`src/rtl/mem_port_arbiter.sv`:
```
// Two-requester (fetch / data) arbiter for a single memory port with watchdog.
// Optional feature macro: ARB_ROUND_ROBIN_EN (round-robin on contention; default D wins).
module mem_port_arbiter #(
  parameter int ADDR_W         = 32,
  parameter int DATA_W         = 32,
  parameter int TIMEOUT_CYCLES = 16
) (
  input  logic              clk,
  input  logic              rst_n,
  input  logic              if_req,
  input  logic [ADDR_W-1:0] if_addr,
  output logic              if_gnt,
  output logic              if_valid,
  output logic [DATA_W-1:0] if_rdata,
  input  logic              d_req,
  input  logic              d_we,
  input  logic [ADDR_W-1:0] d_addr,
  input  logic [DATA_W-1:0] d_wdata,
  output logic              d_gnt,
  output logic              d_valid,
  output logic [DATA_W-1:0] d_rdata,
  output logic              mem_req,
  output logic              mem_we,
  output logic [ADDR_W-1:0] mem_addr,
  output logic [DATA_W-1:0] mem_wdata,
  input  logic              mem_ready,
  input  logic [DATA_W-1:0] mem_rdata,
  output logic              timeout_err
);

  typedef enum logic [1:0] {
    IDLE   = 2'd0,
    BUSY_I = 2'd1,
    BUSY_D = 2'd2,
    DONE   = 2'd3
  } state_t;

  localparam logic OWNER_I = 1'b0;
  localparam logic OWNER_D = 1'b1;

  localparam int CNT_W = (TIMEOUT_CYCLES > 1) ? $clog2(TIMEOUT_CYCLES) : 1;
  localparam logic [CNT_W-1:0] WD_LAST = CNT_W'((TIMEOUT_CYCLES > 0) ? TIMEOUT_CYCLES - 1 : 0);

  state_t              state_r, state_nxt_s;
  logic                owner_r;
  logic                we_r;
  logic [ADDR_W-1:0]   addr_r;
  logic [DATA_W-1:0]   wdata_r;
  logic [CNT_W-1:0]    wd_cnt_r;
  logic                if_valid_r, d_valid_r, timeout_r;
  logic [DATA_W-1:0]   if_rdata_r, d_rdata_r;
  logic                gnt_i_s, gnt_d_s, done_s, tmo_s, busy_s, wd_hit_s, d_prio_s;

  assign busy_s   = (state_r == BUSY_I) || (state_r == BUSY_D);
  assign wd_hit_s = (TIMEOUT_CYCLES != 0) && (wd_cnt_r == WD_LAST);

`ifdef ARB_ROUND_ROBIN_EN
  assign d_prio_s = (owner_r == OWNER_I);
`else
  assign d_prio_s = 1'b1;
`endif

  // Next-state, grant and completion decode
  always_comb begin
    state_nxt_s = state_r;
    gnt_i_s     = 1'b0;
    gnt_d_s     = 1'b0;
    done_s      = 1'b0;
    tmo_s       = 1'b0;
    case (state_r)
      IDLE: begin
        if (d_req && (!if_req || d_prio_s)) begin
          gnt_d_s     = 1'b1;
          state_nxt_s = BUSY_D;
        end else if (if_req) begin
          gnt_i_s     = 1'b1;
          state_nxt_s = BUSY_I;
        end else begin
          state_nxt_s = IDLE;
        end
      end
      BUSY_I, BUSY_D: begin
        // mem_ready takes precedence over a simultaneous watchdog hit
        if (mem_ready) begin
          done_s      = 1'b1;
          state_nxt_s = DONE;
        end else if (wd_hit_s) begin
          done_s      = 1'b1;
          tmo_s       = 1'b1;
          state_nxt_s = DONE;
        end else begin
          state_nxt_s = state_r;
        end
      end
      DONE:    state_nxt_s = IDLE;
      default: state_nxt_s = IDLE;
    endcase
  end

  // State register
  always_ff @(posedge clk or negedge rst_n) begin
    if (!rst_n) state_r <= IDLE;
    else        state_r <= state_nxt_s;
  end

  // Port payload latched on the grant edge; owner doubles as last_owner
  always_ff @(posedge clk or negedge rst_n) begin
    if (!rst_n) begin
      owner_r <= OWNER_I;
      we_r    <= 1'b0;
      addr_r  <= {ADDR_W{1'b0}};
      wdata_r <= {DATA_W{1'b0}};
    end else if (gnt_d_s) begin
      owner_r <= OWNER_D;
      we_r    <= d_we;
      addr_r  <= d_addr;
      wdata_r <= d_wdata;
    end else if (gnt_i_s) begin
      owner_r <= OWNER_I;
      we_r    <= 1'b0;
      addr_r  <= if_addr;
      wdata_r <= {DATA_W{1'b0}};
    end else begin
      owner_r <= owner_r;
    end
  end

  // Watchdog: consecutive not-ready busy cycles
  always_ff @(posedge clk or negedge rst_n) begin
    if (!rst_n)                   wd_cnt_r <= {CNT_W{1'b0}};
    else if (busy_s && !mem_ready) wd_cnt_r <= wd_cnt_r + {{(CNT_W-1){1'b0}}, 1'b1};
    else                          wd_cnt_r <= {CNT_W{1'b0}};
  end

  // Completion outputs: one-cycle valid/timeout pulses with held read data
  always_ff @(posedge clk or negedge rst_n) begin
    if (!rst_n) begin
      if_valid_r <= 1'b0;
      d_valid_r  <= 1'b0;
      timeout_r  <= 1'b0;
      if_rdata_r <= {DATA_W{1'b0}};
      d_rdata_r  <= {DATA_W{1'b0}};
    end else if (done_s) begin
      if_valid_r <= (owner_r == OWNER_I);
      d_valid_r  <= (owner_r == OWNER_D);
      timeout_r  <= tmo_s;
      if (owner_r == OWNER_I) begin
        if_rdata_r <= tmo_s ? {DATA_W{1'b0}} : mem_rdata;
      end else begin
        d_rdata_r  <= (tmo_s || we_r) ? {DATA_W{1'b0}} : mem_rdata;
      end
    end else begin
      if_valid_r <= 1'b0;
      d_valid_r  <= 1'b0;
      timeout_r  <= 1'b0;
    end
  end

  assign if_gnt      = gnt_i_s;
  assign d_gnt       = gnt_d_s;
  assign if_valid    = if_valid_r;
  assign d_valid     = d_valid_r;
  assign if_rdata    = if_rdata_r;
  assign d_rdata     = d_rdata_r;
  assign timeout_err = timeout_r;
  assign mem_req     = busy_s;
  assign mem_we      = busy_s & we_r;
  assign mem_addr    = addr_r;
  assign mem_wdata   = wdata_r;

endmodule

```
`config.mk`:
```
export PLATFORM = sky130hd
export DESIGN_NAME = mem_port_arbiter
export DESIGN_NICKNAME = d
export VERILOG_FILES = /design/src/rtl/mem_port_arbiter.sv
export SDC_FILE = /design/constraint.sdc
export NUM_CORES = 1
export LEC_CHECK = 0
export CAP_MARGIN = 0
export CORE_MARGIN = 1
export CORE_UTILIZATION = 43
export CTS_CLUSTER_DIAMETER = 200
export DETAILED_ROUTE_END_ITERATION = 8
export HOLD_SLACK_MARGIN = 0.08
export PLACE_DENSITY = 0.95
export SLEW_MARGIN = 20
export SYNTH_ARGS = -nofsm -noshare
export SYNTH_HDL_FRONTEND = slang
export SYNTH_SLANG_ARGS = --single-unit
```
`constraint.sdc`:
```
create_clock -name clk -period 4.1 [get_ports clk]
set_input_delay 0.82 -clock clk [delete_from_list [all_inputs] [get_ports clk]]
set_output_delay 0.82 -clock clk [all_outputs]
set_load 0.02 [all_outputs]
```
==> results.md <==
* Post-CTS setup buffers at 0
* Total Nets Final at about 790
* Met3 Track Usage GR at between 8 and 9%
* Data required, critical path at between 3 and 4 ns
* Clock root cell: clkbuf_16
* Crit end category: output port
* # resized after CTS at 0
* Routed wire length at 15500 um
* Area Overhead vs Synth at 63.4%
* Worst Hold Class: in -> async
* Clk slew on worst S/H paths at roughly 0.06 ns
* Final hold vios at 0
* Worst slew pin tran at 0.910 ns
* Std cell rows at 40
* Crit path launch: if_req
* Cell Area, Synth at between 5000 and 6000 um^2
* I/O Buffers at 268
* Met2 usage at 38.5%
* Clock sinks at 139
* Post-synth top area share at roughly two thirds
* Unrepaired setup endpoints after global routing: false
* F_max at between 0.3 and 0.4 GHz
* Clk_skew at 0.00906 ns
* Die height at ~110 um
* Sequential fraction of the synthesis area at roughly two thirds
* Status: completed
* Global-route wire length before repair at between 20000 and 25000 um
* CTS max path bufs at 2
* Setup violations, final at 0
* Final TNS setup at 0 ns
* Starting density of the core at between 40 and 50%
* GRT Total Usage at 24.7%
* YS warnings at 0
* Ant diodes at 0
* PwrDens at 847 nW/um^2
* Post-Syn Area per Cell at around 13 um^2
* DIE WIDTH at about 110 um
* Drt initial violations at between 400 and 500
* DRC at 0
* Initial antenna violation count at 0
* Vias at 4406
* Core box area at 12100 um^2
* DIE AREA at ~13000 um^2
* Max Fanout on Critical Path at 2
* Syn Inst Count at approximately 400
* Area leader, netlist: dfrtp_1
* RR Startpoint: state_r[1]$_DFFE_PN0P_
* CTS Hold Bufs at 0
* Initial DRT Pass Iterations at 4
* CP startpoint kind: input port
* Max-cap viol count at 0
* Vias in the first global route at around 4600
* Flops & latches, synth at 139
* Clk_lat worst skew at around 0.4 ns
* WHS at approximately 0.4 ns
* Fin crit period at slightly above 3 ns
* Top Usage Layer GRT: met2
* Register cell area after layout at roughly 3500 um^2
* Tot Pwr at between 7000 and 8000 uW
* Syn_nets at around 540
* Worst Path Class, Setup: in -> out
* Static leakage at 0.00381 uW
* Largest net degree at the start of global routing at just under 100
* Multi-input logic area at 1660 um^2
* Finished Cell Area at 8730 um^2
* TritonCTS Buffers at 17
* M1 GR Usage at 30.8%
* CP arrival at roughly 2.2 ns
* Yosys cell types at 27
* GPL Wtd Cong at slightly below 0.8
* WL per Instance at ~18 um
* Share of layout cells above drive strength 1 at roughly 6.3%
* Gr ovfl total at 0
* ANT nets after route at 0
* Vias per cell at roughly 5.3
* Hpwl dp at 10800 um
* Peak supply drop at roughly 0.00034 V
* Placed inst area at just over 8000 um^2
* Slew margin rel. at 39.3%
* CTS tree: built
* Fin. max-slew vios at 0
* Fill cells at between 700 and 800
* H-tree levels at 4
* Synth top area cells: dfrtp_1 (65%), a22o_1 (16%), mux2i_1 (6.2%)
* IO Pins at roughly 270
* Fin crit share at between 70% and 80%
==> where the power goes <==
| part | leakage, uW | total (uW) | internal [uW] | switching [uW] |
|---|---|---|---|---|
| Clock | 0.000308 | 1650 | 1060 | 590 |
| Sequential | 0.00176 | 2330 | 1980 | 355 |
| Combinational | 0.00174 | 3410 | 1660 | 1750 |
==> cell usage in the layout (no fill, tap or decap) <==
cell             instances
ha_1                     2
clkinvlp_4               2
clkdlybuf4s50_1        267
and2_1                   1
clkbuf_1                 1
clkbuf_16               17
nand2b_1                 1
and2_4                   1
nand3b_1                 1
a31o_2                   1
a21o_1                   1
nor2_1                   6
nand2_2                  1
inv_1                    6
nor2b_1                  1
buf_6                    1
and4b_2                  1
a21boi_0                 1
a21oi_1                  1
o21ai_4                  1
clkinv_2                 1
inv_6                    4
xor2_1                   1
nand2_1                 33
dfrtp_1                139
o22a_1                   1
nand3_1                  2
bufinv_16                4
a22o_1                  97
clkbuf_8                 2
mux2i_1                 33
nand3_2                  1
buf_12                   1
and2_2                   1
clkinv_4                 1
o21ai_0                 32
xnor2_1                  1
buf_4                    2
==> worst max-delay path, cell delays in order <==
cell and delay (ns):
clkdlybuf4s50_1 0.54, nand2_1 0.10, nor2_1 0.15, clkdlybuf4s50_1 0.62
==> Yosys cell counts <==
cell type    n
dfrtp_1    139
a22o_1      97
nand2_1     34
mux2i_1     33
o21ai_0     32
buf_2       16
clkbuf_1     6
inv_1        6
nor2_1       6
buf_4        5
buf_6        5
and2_1       3
ha_1         2
nand3_1      2
a21boi_0     1
a21o_1       1
a21oi_1      1
a31o_2       1
and4b_1      1
nand2b_1     1
nand3_2      1
nand3b_1     1
nor2b_1      1
o21ai_2      1
o22a_1       1
xnor2_1      1
xor2_1       1
==> cell families (layout without fill, tap and decap cells) <==
group	Yosys count	count (layout)	share of synthesized area, %
adder cells (fa/ha/maj)	2	2	0.468
AND/OR/NAND/NOR	50	50	4.10
flip-flops	139	139	65.1
buffers and inverters	38	309	4.10
AO/OA/AOI/OAI	135	135	19.8
XOR/XNOR	2	2	0.328
multiplexers	33	33	6.18
==> flip-flops by register name, summed over array words and instances, names as in the netlist <==
signal       count
d_rdata         32
if_rdata        32
mem_addr        32
mem_wdata       32
wd_cnt_r         4
state_r          2
d_valid          1
if_valid         1
owner_r          1
timeout_err      1
we_r             1
==> final timing paths <==
path / endpoint / slack [ns] / cells past startpoint
worst max-delay path: if_gnt / 1.05 / 4
worst min-delay path: if_rdata[12]$_DFFE_PN0P_ / 0.40 / 1
worst max register to register: mem_addr[31]$_DFFE_PN0P_ / 1.87 / 6
worst min register to register: wd_cnt_r[0]$_DFF_PN0_ / 0.47 / 1
max in group asynchronous: mem_addr[24]$_DFFE_PN0P_ / 2.89 / 2
min in group clk: wd_cnt_r[0]$_DFF_PN0_ / 0.47 / 1
==> area by class of cell <==
cell class | instances | area share, %
Clock buffer | 20 | 5.23
Clock inverter | 12 | 2.11
Inverter | 6 | 0.258
Multi-Input combinational cell | 222 | 19.0
Sequential cell | 139 | 39.8
Tap cell | 168 | 2.41
Timing Repair Buffer | 271 | 31.1
==> stage by stage <==
stage	setup slack, ns	instances	utilization (%)
after floorplan	2.00	399	-
after global placement	1.08	806	67.1
after detailed placement	1.06	806	67.1
after CTS	1.06	838	72.4
after global routing	1.01	838	72.4
final	1.05	838	72.4
==> metal layers <==
| layer | up-vias | share of wire (%) |
|---|---|---|
| met3 | 41 | 8.4 |
| met1 | 2149 | 41 |
| met4 | 0 | 3.4 |
| met5 | - | 0 |
| met2 | 234 | 47 |
| li1 | 1982 | - |
Note: power is estimated with default switching activity, not from simulation.
